<file path="src/rtl/tohost_monitor.sv">
// tohost_monitor: snoops riscv-tests tohost stores and latches the verdict.
// Optional watchdog enabled by defining TOHOST_MONITOR_TIMEOUT_EN.
module tohost_monitor #(
    parameter logic [31:0] TOHOST_ADDR = 32'h0000_1000,
    parameter int unsigned TIMEOUT     = 5000
) (
    input  logic        clk,
    input  logic        rst,
    input  logic        mem_we,
    input  logic [31:0] mem_addr,
    input  logic [3:0]  mem_be,
    input  logic [31:0] mem_wdata,
    output logic        done,
    output logic        pass,
    output logic        fail,
    output logic        timeout,
    output logic        done_pulse,
    output logic [30:0] test_num,
    output logic [31:0] cycles
);

    typedef enum logic [1:0] {
        ST_RUN     = 2'd0,
        ST_PASS    = 2'd1,
        ST_FAIL    = 2'd2,
        ST_TIMEOUT = 2'd3
    } state_t;

    // A watchdog shorter than two cycles cannot be expressed.
    if (TIMEOUT < 2) begin : g_bad_timeout
        $error("tohost_monitor: TIMEOUT must be at least 2");
    end

`ifdef TOHOST_MONITOR_TIMEOUT_EN
    localparam logic [31:0] WDOG_LAST = 32'(TIMEOUT - 1);
    localparam logic [31:0] WDOG_CNT  = 32'(TIMEOUT);
`endif

    state_t      state_q, state_d;
    logic [30:0] test_num_q, test_num_d;
    logic [31:0] cycles_q, cycles_d;
    logic        pass_q, pass_d;
    logic        fail_q, fail_d;
    logic        timeout_q, timeout_d;
    logic        done_q, done_d;
    logic        done_pulse_q, done_pulse_d;

    logic        hit;
    logic        is_pass;
    logic        is_fail;

    // Qualify the store: full-word write to exactly the tohost address.
    always_comb begin
        hit     = mem_we && (mem_addr == TOHOST_ADDR) && (mem_be == 4'hF);
        is_pass = hit && (mem_wdata == 32'd1);
        is_fail = hit && mem_wdata[0] && (mem_wdata != 32'd1);
    end

    // Next state, cycle counter and failing test number.
    always_comb begin
        state_d    = state_q;
        test_num_d = test_num_q;
        cycles_d   = cycles_q;
        if (state_q == ST_RUN) begin
            if (cycles_q != 32'hFFFF_FFFF) begin
                cycles_d = cycles_q + 32'd1;
            end
            if (is_pass) begin
                state_d = ST_PASS;
            end else if (is_fail) begin
                state_d    = ST_FAIL;
                test_num_d = mem_wdata[31:1];
            end
`ifdef TOHOST_MONITOR_TIMEOUT_EN
            else if (cycles_q == WDOG_LAST) begin
                state_d  = ST_TIMEOUT;
                cycles_d = WDOG_CNT;
            end
`endif
        end
    end

    // Registered flag outputs decoded from the upcoming state.
    always_comb begin
        pass_d       = (state_d == ST_PASS);
        fail_d       = (state_d == ST_FAIL);
`ifdef TOHOST_MONITOR_TIMEOUT_EN
        timeout_d    = (state_d == ST_TIMEOUT);
`else
        timeout_d    = 1'b0;
`endif
        done_d       = (state_d != ST_RUN);
        done_pulse_d = (state_q == ST_RUN) && (state_d != ST_RUN);
    end

    // State and holding registers with synchronous reset.
    always_ff @(posedge clk) begin
        if (rst) begin
            state_q      <= ST_RUN;
            test_num_q   <= '0;
            cycles_q     <= '0;
            pass_q       <= 1'b0;
            fail_q       <= 1'b0;
            timeout_q    <= 1'b0;
            done_q       <= 1'b0;
            done_pulse_q <= 1'b0;
        end else begin
            state_q      <= state_d;
            test_num_q   <= test_num_d;
            cycles_q     <= cycles_d;
            pass_q       <= pass_d;
            fail_q       <= fail_d;
            timeout_q    <= timeout_d;
            done_q       <= done_d;
            done_pulse_q <= done_pulse_d;
        end
    end

    assign done       = done_q;
    assign pass       = pass_q;
    assign fail       = fail_q;
    assign timeout    = timeout_q;
    assign done_pulse = done_pulse_q;
    assign test_num   = test_num_q;
    assign cycles     = cycles_q;

endmodule

</file>
<file path="config.mk">
export PLATFORM = sky130hd
export DESIGN_NAME = tohost_monitor
export DESIGN_NICKNAME = d
export VERILOG_FILES = /design/src/rtl/tohost_monitor.sv
export SDC_FILE = /design/constraint.sdc
export NUM_CORES = 1
export LEC_CHECK = 0
export ABC_AREA = 1
export BUFFER_PORTS_ARGS = -buffer_cell sky130_fd_sc_hd__clkbuf_2
export CAP_MARGIN = 5
export CORE_MARGIN = 1.5
export CORE_UTILIZATION = 49
export DETAILED_ROUTE_END_ITERATION = 8
export PLACE_DENSITY_LB_ADDON = 0.08
export SLEW_MARGIN = 15
export SYNTH_ARGS = -nofsm -noshare
export SYNTH_HDL_FRONTEND = slang
export SYNTH_SLANG_ARGS = --single-unit
export TNS_END_PERCENT = 50
</file>
<file path="constraint.sdc">
create_clock -name clk -period 3 [get_ports clk]
set_input_delay 0.6 -clock clk [delete_from_list [all_inputs] [get_ports clk]]
set_output_delay 0.6 -clock clk [all_outputs]
set_load 0.02 [all_outputs]
</file>
==> out/summary.txt, run 1 <==
RSZ-0062 raised after global routing - false
post-synth top area share - 37.44%
layout cells sized above 1 - 28.57%
postcts setup bufs - 0
critical path startpoint - state_q[0]
CTS Buf Count - 9
Mapped Area - 3690 um2
routed via count - 3888
DRT Wirelength - 9571 um
Hold-fix buffers, CTS - 0
Slew Limit Fails - 0
first drt pass iteration count - 4
worst hold path class - flop to flop
Fin Clk Skew - 0.009389 ns
Final setup viols - 0
hold path depth - 2
r2r endpoint - done_pulse
GRT Resource Usage Total - 23.51%
CP endpoint kind - flop
synth top area cells - dfxtp_1 37%, nand2_1 13%, nor2_1 11%, a21oi_1 7.5%, nor3_1 4.6%
DR DRC count - 0
I/O pin count - 139
Final Hold Fails - 0
num rows - 31
largest net degree at the start of global routing - 51
CTS resizes - 0
startpoint types - flop
CTS clock-pin slew for the worst setup and hold paths - 0.07 ns
worst endpoint required time - 3.28 ns
register area share after synthesis - 37.44%
fill count - 698
YS warnings - 0
CTS tree - done
FF+latch count, synth - 69
Fin Setup TNS - 0 ns
CTS HTree Levels - 3
initial drt markers - 173
Slew @ Worst Pin - 0.5626 ns
core area - 7253 um2
Critical Path AT - 2.23 ns
initial antenna violation count - 0
crit path max fanout - 32
Area Growth Syn to Fin - 24.75%
I/O Buffers - 137
number of routed nets with antenna violations - 0
Clock Sinks - 69
Initial Util - 50.87%
reg2reg path depth - 9
ant diodes - 0
kind of critical path - flop to flop
largest area contributor in the netlist - dfxtp_1
Synth Net Count - 617
Max Cap Violations - 0
Post-DP HPWL - 7139 um
Final Cycle Share - 65.17%
status - finished clean
combinational share of power - 5.7%
f_max - 0.5114 GHz
Worst R2R Setup Slack - 1.04 ns
Setup Slack @ Placement - 0.8265 ns
first-pass GRT wire length - 15640 um
clock latency on the worst-skew pair - 0.35 ns
PwrDens - 425.7 nW/um2
DIE AREA - 8060 um2
vias in the first global route - 3536
Reg power frac - 47.1%
root buffer cell - clkbuf_8
Final min period - 1.955 ns
Sw Share - 22.62%
wire per inst - 12.30 um
Netlist cell types - 32
CTS max path bufs - 2
GP Congestion - 0.9081
most frequent cells in the layout - 137 x clkbuf_2, 132 x nand2_1, 110 x nor2_1
Horiz. Die Dim - 89.78 um
Syn Area/Cell - 6.770 um2
P_leak - 2.067 nW
Clock power frac - 47.3%
worst setup margin - 1.045 ns
Post-layout nets - 747
number of vias per cell - 4.997
commonest non-fill, non-tap cell in the layout - clkbuf_2
r2r startpoint - state_q[0]
GRT Residual Overflow - 0
Rel. slew slack - 62.49%
peak supply drop - 0.2047 mV
Psw - 443.4 uW
hold endpoint - cycles[30]
Pint - 1.516 mW
Hold Path Origin - cycles[30]
Mapped Cells - 545
Die Y - 89.78 um
worst max path at each step:
stage,end,slack (ns),cells past startpoint
final,done_pulse,1.04,9
after global routing,cycles[21],0.88,11
after CTS,done_pulse,1.02,9
after detailed placement,done_pulse,0.83,10
after global placement,done_pulse,0.89,10
after floorplan,cycles[21],1.24,11
through the flow:
stage               hold slack (ns)  instance area, um2  cells  total power [mW]  util, %
floorplan                    0.5329                3690    545            0.9924        -
detailed placement           0.4925                4368    763             1.055    60.22
CTS                          0.5088                4603    778             1.966    63.46
finish                       0.5058                4603    778             1.960    63.46
global placement             0.4760                4368    763             1.053    60.22
global route                 0.5280                4603    778             2.018    63.46
sequential cells by signal, summed over array words and instances (netlist names):
register	flops
pass	1
cycles	32
fail	1
done	1
test_num	31
state_q	2
done_pulse	1
power by group through the flow:
stage          clock [mW]  sequential, mW  combinational, mW
2_1_floorplan           0           0.947             0.0449
3_3_place_gp            0           0.944              0.109
3_5_place_dp            0           0.944              0.111
4_1_cts             0.932           0.922              0.112
5_1_grt             0.971           0.923              0.124
6_report            0.926           0.922              0.112
cells by family after synthesis:
| group | share of synthesized area [%] |
|---|---|
| fa+ha+maj | 0.3390 |
| buf+inv | 7.969 |
| other cells | 0.1016 |
| xor+xnor | 2.136 |
| simple gates | 42.90 |
| compound gates | 9.122 |
| flops | 37.44 |
layer usage:
layer	part of all wire, %	up-vias	routed length (um)	global-route usage [%]
met3	6.4	20	609	4.992
met2	50	130	4823	40.84
met1	41	1730	3950	28.13
li1	-	2008	-	-
met4	2.0	0	188	9.788
met5	0	-	0	0
cell usage after synthesis:
library cell  number
inv_4              1
nor3_2             7
nand3_2            1
nand2_4            2
nand4_1            6
nand2_8            1
nand3b_1           7
nand4_2            1
nor2_1           111
inv_1             34
xor2_1             7
a21oi_2            1
xnor2_1            2
nor2_4             6
nor3_1            34
conb_1             1
dfxtp_1           69
buf_6              9
nor2_8             1
clkbuf_1           6
nand3_1           16
nor2_2            10
nor3b_1            1
o21ai_0            9
o21a_1             1
ha_1               1
nand2_1          132
a21oi_1           55
buf_2              5
buf_4              1
nand2_2            6
inv_2              1
worst max-delay path, cell delays in order, from the launching register on:
cell and delay, ns:
dfxtp_1 0.34, nor2_4 0.26, nand2_2 0.08, nor2_2 0.10
nand3_2 0.13, nor2_8 0.28, nand2_4 0.28, nand2_2 0.14
nand2_1 0.12, a21oi_2 0.16
layout make-up:
cell class                 instances  area [um2]  area share (%)
multi-input combinational        419        2017           43.82
sequential                        69        1381           30.01
timing repair buffer             140       708.2           15.38
inverter                          36       137.6           2.990
clock buffer                       9       123.9           2.691
tap                               99       123.9           2.691
clock inverter                     6       111.4           2.419
No activity file was read; power rests on OpenSTA's default activity.
==> run 2, diff against run 1 <==
Settings changed: CORE_UTILIZATION 49 to 45.
Clock period 3 ns to 1.7 ns, I/O delays scaled along.
==> out/summary.txt, run 2 (same netlist as run 1, synthesis figures left out) <==
I/O Buffers - 137 (unchanged)
Area Growth Syn to Fin - 34.21% (was 24.75%)
Worst R2R Setup Slack - 0.06 ns (was 1.04 ns)
largest net degree at the start of global routing - 51 (unchanged)
clock latency on the worst-skew pair - 0.35 ns (about the same)
DR DRC count - 0 (unchanged)
core area - 7848 um2 (was 7253 um2)
initial antenna violation count - 0 (unchanged)
number of routed nets with antenna violations - 0 (unchanged)
CTS Buf Count - 9 (unchanged)
GRT Residual Overflow - 0 (unchanged)
most frequent cells in the layout - 137 x clkbuf_2, 132 x nand2_1, 106 x nor2_1 (was 137 x clkbuf_2, 132 x nand2_1, 110 x nor2_1)
multi-input logic area - 2044 um2 (was 2017 um2)
CTS max path bufs - 2 (unchanged)
f_max - 0.6085 GHz (was 0.5114 GHz)
Fin Clk Skew - 0.008634 ns (was 0.009389 ns)
CTS clock-pin slew for the worst setup and hold paths - 0.08 ns (was 0.07 ns)
CTS HTree Levels - 3 (unchanged)
Final Hold Fails - 0 (unchanged)
Fin Hold WS - 0.2595 ns (was 0.5058 ns)
Final Cycle Share - 96.67% (was 65.17%)
Critical Path AT - 1.88 ns (was 2.23 ns)
first drt pass iteration count - 6 (was 4)
kind of critical path - flop to flop (unchanged)
Clock Sinks - 69 (unchanged)
Slew @ Worst Pin - 0.5029 ns (was 0.5626 ns)
Fin Setup TNS - 0 ns (unchanged)
Buf+Inv Stages, Crit Path - 3 (was 0)
worst endpoint required time - 1.94 ns (was 3.28 ns)
RSZ-0062 raised after global routing - true (was false)
commonest non-fill, non-tap cell in the layout - clkbuf_2 (unchanged)
CP delay by family, top - simple AND/OR/NAND/NOR gates (unchanged)
Final setup viols - 0 (unchanged)
Worst path max stage delay - 0.34 ns (about the same)
CTS tree - done (unchanged)
Horiz. Die Dim - 93.55 um (was 89.78 um)
peak supply drop - 0.3660 mV (was 0.2047 mV)
ant diodes - 0 (unchanged)
num rows - 32 (was 31)
Post-layout nets - 782 (was 747)
initial drt markers - 167 (was 173)
Die Y - 93.55 um (was 89.78 um)
first-pass GRT wire length - 17130 um (was 15640 um)
status - finished clean (unchanged)
number of flip-flops in the largest register - 32 (unchanged)
worst path cell trace - buf_4, nand3_1, inv_1, nand2_1, buf_4, nor2_1, nand3_1, o21ai_0, a21oi_1 (was nor2_4, nand2_2, nor2_2, nand3_2, nor2_8, nand2_4, nand2_2, nand2_1, a21oi_2)
startpoint types - flop (unchanged)
P_leak - 2.264 nW (was 2.067 nW)
fill count - 747 (was 698)
crit path max fanout - 4 (was 32)
number of vias per cell - 4.928 (was 4.997)
GRT Resource Usage Total - 24.64% (was 23.51%)
Worst path slowest cell - dfxtp_2 (was dfxtp_1)
Slew Limit Fails - 0 (unchanged)
root buffer cell - clkbuf_8 (unchanged)
Post-DP HPWL - 7863 um (was 7139 um)
placed insts - 801 (was 763)
Final min period - 1.643 ns (was 1.955 ns)
wire per inst - 12.35 um (was 12.30 um)
total power - 3.351 mW (was 1.960 mW)
DRT Wirelength - 10090 um (was 9571 um)
Post-Layout Cell Count - 817 (was 778)
I/O pin count - 139 (unchanged)
layout cells sized above 1 - 34.69% (was 28.57%)
worst hold path class - input pin to flop (was flop to flop)
DIE AREA - 8752 um2 (was 8060 um2)
Max Cap Violations - 0 (unchanged)
vias in the first global route - 3845 (was 3536)
PwrDens - 676.6 nW/um2 (was 425.7 nW/um2)
Rel. slew slack - 66.44% (was 62.49%)
GP Congestion - 0.9376 (was 0.9081)
Hold-fix buffers, CTS - 0 (unchanged)
CP endpoint kind - flop (unchanged)
Initial Util - 47.02% (was 50.87%)
routed via count - 4026 (was 3888)
Reg area - 1393 um2 (was 1381 um2)
-- run 2: cell count changes in the layout (fill, tap and decap cells not counted), sizes merged --
cell / delta
buf: +35
bufinv: -1
clkinv: +2
-- run 2: path summary, 6_finish.rpt --
kind	start	end	depth (start not counted)
setup / recovery	cycles[0]	cycles[15]	9
hold / removal	mem_wdata[9]	test_num[8]	3
setup reg to reg	cycles[0]	cycles[15]	9
hold reg to reg	cycles[3]	cycles[3]	2
-- run 2: stage by stage --
step	utilization (%)	worst slack [ns]	cell area, um2
after floorplan	-	0.05032	3692
after global placement	59.57	0.07204	4674
after detailed placement	59.57	0.02638	4674
after CTS	62.40	0.009899	4897
after global routing	63.11	-0.0004710	4952
final	63.11	0.05658	4952
-- run 2: timing repair --
action                     4_1_cts  5_1_grt
setup buffers                    0        0
setup endpoints to repair        0       29
resized for setup                0       22
-- run 2: power breakdown --
part           total [mW]  switching [mW]  internal, mW
Sequential           1.63         0.00440          1.62
Combinational       0.215           0.117        0.0984
Clock                1.51           0.677         0.833
-- run 2: metal layers --
metal	GRT usage (%)	wire length (um)	up-vias
met5	0	0	-
met4	13.31	331	0
met3	5.366	588	30
met2	41.12	4883	134
met1	29.35	4287	1786
li1	-	-	2076
-- run 2: worst reg2reg max path, stage by stage (launching register included) --
cell,delay (ns)
dfxtp_2,0.34
buf_4,0.12
nand3_1,0.11
inv_1,0.13
nand2_1,0.09
buf_4,0.15
nor2_1,0.19
nand3_1,0.14
o21ai_0,0.20
a21oi_1,0.06
-- run 2: final cells by class --
type / count / share of cell area, %
clock buffers: 9 / 2.501
clock inverters: 7 / 1.996
inverters: 36 / 2.830
multi-input cells: 419 / 41.28
flip-flops and latches: 69 / 28.12
well taps: 102 / 2.577
repair buffers: 175 / 20.69
==> run 3, diff against run 2 <==
Settings changed: CORE_UTILIZATION 45 to 49.
Clock period 1.7 ns to 1.9 ns, I/O delays scaled along.
==> out/summary.txt, run 3 (same netlist as run 1, synthesis figures left out) <==
status - finished clean (unchanged)
hold path depth - 3 (unchanged)
final core occ - 65.57% (was 63.11%)
Post-Layout Cell Count - 799 (was 817)
CP endpoint kind - flop (unchanged)
Slew Limit Fails - 0 (unchanged)
Worst path slowest cell - dfxtp_1 (was dfxtp_2)
DR DRC count - 0 (unchanged)
P_leak - 2.164 nW (was 2.264 nW)
Worst path most repeated cell - nand2_1
startpoint types - flop (unchanged)
core area - 7253 um2 (was 7848 um2)
fill count - 670 (was 747)
worst path cell trace - ha_1, nand3_1, inv_1, nand2_2, nor2_4, nand2_4, nand2_8, inv_4, nand2_1, nand2_1, nand2_1, nor2_1 (was buf_4, nand3_1, inv_1, nand2_1, buf_4, nor2_1, nand3_1, o21ai_0, a21oi_1)
largest net degree at the start of global routing - 31 (was 51)
I/O Buffers - 137 (unchanged)
number of vias per cell - 4.960 (was 4.928)
number of flip-flops in the largest register - 32 (unchanged)
Horiz. Die Dim - 89.78 um (was 93.55 um)
worst endpoint required time - 2.15 ns (was 1.94 ns)
Final Hold Fails - 0 (unchanged)
f_max - 0.5824 GHz (was 0.6085 GHz)
DIE AREA - 8060 um2 (was 8752 um2)
CTS clock-pin slew for the worst setup and hold paths - 0.08 ns (about the same)
Clock power frac - 43.4% (was 45.1%)
total power - 2.898 mW (was 3.351 mW)
commonest non-fill, non-tap cell in the layout - clkbuf_2 (unchanged)
Hold-fix buffers, CTS - 0 (unchanged)
vias in the first global route - 3911 (was 3845)
GP Congestion - 0.9332 (was 0.9376)
Hold Path Origin - mem_wdata[17] (was mem_wdata[9])
Die Y - 89.78 um (was 93.55 um)
Fin Setup TNS - 0 ns (unchanged)
Final min period - 1.717 ns (was 1.643 ns)
r2r startpoint - cycles[0] (unchanged)
first drt pass iteration count - 4 (was 6)
ant diodes - 0 (unchanged)
wire per inst - 12.27 um (was 12.35 um)
CTS max path bufs - 2 (unchanged)
root buffer cell - clkbuf_8 (unchanged)
RSZ-0062 raised after global routing - false (was true)
GRT Residual Overflow - 0 (unchanged)
Post-layout nets - 767 (was 782)
placed insts - 783 (was 801)
layout cells sized above 1 - 30.86% (was 34.69%)
Critical Path AT - 1.97 ns (was 1.88 ns)
Max Cap Violations - 0 (unchanged)
crit path max fanout - 26 (was 4)
Clock Sinks - 69 (unchanged)
most frequent cells in the layout - 137 x clkbuf_2, 132 x nand2_1, 109 x nor2_1 (was 137 x clkbuf_2, 132 x nand2_1, 106 x nor2_1)
Post-DP HPWL - 7703 um (was 7863 um)
first-pass GRT wire length - 17170 um (was 17130 um)
DRT Wirelength - 9806 um (was 10090 um)
GR met2 Demand/Resource - 44.85% (was 41.12%)
routed via count - 3963 (was 4026)
r2r endpoint - cycles[17] (was cycles[15])
hold endpoint - test_num[16] (was test_num[8])
Reg power frac - 50.2% (was 48.5%)
number of routed nets with antenna violations - 0 (unchanged)
initial antenna violation count - 0 (unchanged)
Pint - 2.212 mW (was 2.553 mW)
routing usage on met1 - 30.04% (was 29.35%)
Worst path max stage delay - 0.36 ns (was 0.34 ns)
Area Growth Syn to Fin - 28.89% (was 34.21%)
Psw - 685.9 uW (was 797.8 uW)
CTS Buf Count - 9 (unchanged)
PwrDens - 609.4 nW/um2 (was 676.6 nW/um2)
kind of critical path - flop to flop (unchanged)
CTS HTree Levels - 3 (unchanged)
clock latency on the worst-skew pair - 0.35 ns (about the same)
met3 Track Usage GR - 5.415% (was 5.366%)
Sw Share - 23.67% (was 23.81%)
Final Cycle Share - 90.38% (was 96.67%)
peak supply drop - 0.3134 mV (was 0.3660 mV)
I/O pin count - 139 (unchanged)
Final setup viols - 0 (unchanged)
CTS tree - done (unchanged)
Fin Clk Skew - 0.008088 ns (was 0.008634 ns)
worst hold path class - input pin to flop (unchanged)
initial drt markers - 162 (was 167)
Worst R2R Setup Slack - 0.18 ns (was 0.06 ns)
GRT Resource Usage Total - 25.51% (was 24.64%)
Initial Util - 50.87% (was 47.02%)
reg2reg path depth - 12 (was 9)
num rows - 31 (was 32)
busiest grt layer - met2 (unchanged)
combinational share of power - 6.4% (about the same)
-- run 3: per-layer routing --
metal	vias up	wire length, um
li1	2045	-
met2	110	4909
met1	1791	4112
met5	-	0
met3	17	579
met4	0	204
-- run 3: what timing repair did --
action                     in CTS  in global routing
setup endpoints to repair       0                  1
setup buffers                   0                  0
resized for setup               0                  1
-- run 3: through the flow --
| stage | instance area, um2 | hold WS (ns) | setup slack [ns] |
|---|---|---|---|
| floorplan | 3690 | 0.5329 | 0.1441 |
| global placement | 4543 | 0.4817 | 0.2219 |
| detailed placement | 4543 | 0.4915 | 0.1066 |
| CTS | 4753 | 0.2919 | 0.1877 |
| global route | 4756 | 0.3020 | 0.02176 |
| finish | 4756 | 0.3067 | 0.1829 |
-- run 3: worst max-delay path, delay by kind of cell (launching register included) --
family        cells  cell delay (ns)
simple gates      9             0.81
flops             1             0.36
buf+inv           2             0.24
fa+ha+maj         1             0.20
-- run 3: area by class of cell --
cell class | instances | area, um2 | share of cell area, %
Inverter | 36 | 137.6 | 2.894
Clock inverter | 5 | 58.81 | 1.237
Clock buffer | 11 | 151.4 | 3.183
Sequential cell | 69 | 1381 | 29.04
Timing Repair Buffer | 160 | 883.3 | 18.57
Multi-Input combinational cell | 419 | 2019 | 42.46
Tap cell | 99 | 123.9 | 2.605
-- run 3: how the worst max path moves through the flow --
stage,start,to,slack [ns],cells after the start
2_1_floorplan,cycles[0],cycles[21],0.14,11
3_3_place_gp,mem_wdata[28],test_num[24],0.22,11
3_5_place_dp,mem_wdata[0],test_num[23],0.11,12
4_1_cts,cycles[0],cycles[17],0.19,12
5_1_grt,cycles[0],cycles[7],0.02,10
6_report,cycles[0],cycles[17],0.18,12
-- run 3: power groups by stage --
stage	combinational (mW)	clock, mW	sequential [mW]
floorplan	0.0708	0	1.50
global placement	0.184	0	1.49
detailed placement	0.186	0	1.49
CTS	0.187	1.28	1.45
global route	0.208	1.36	1.45
finish	0.186	1.26	1.45
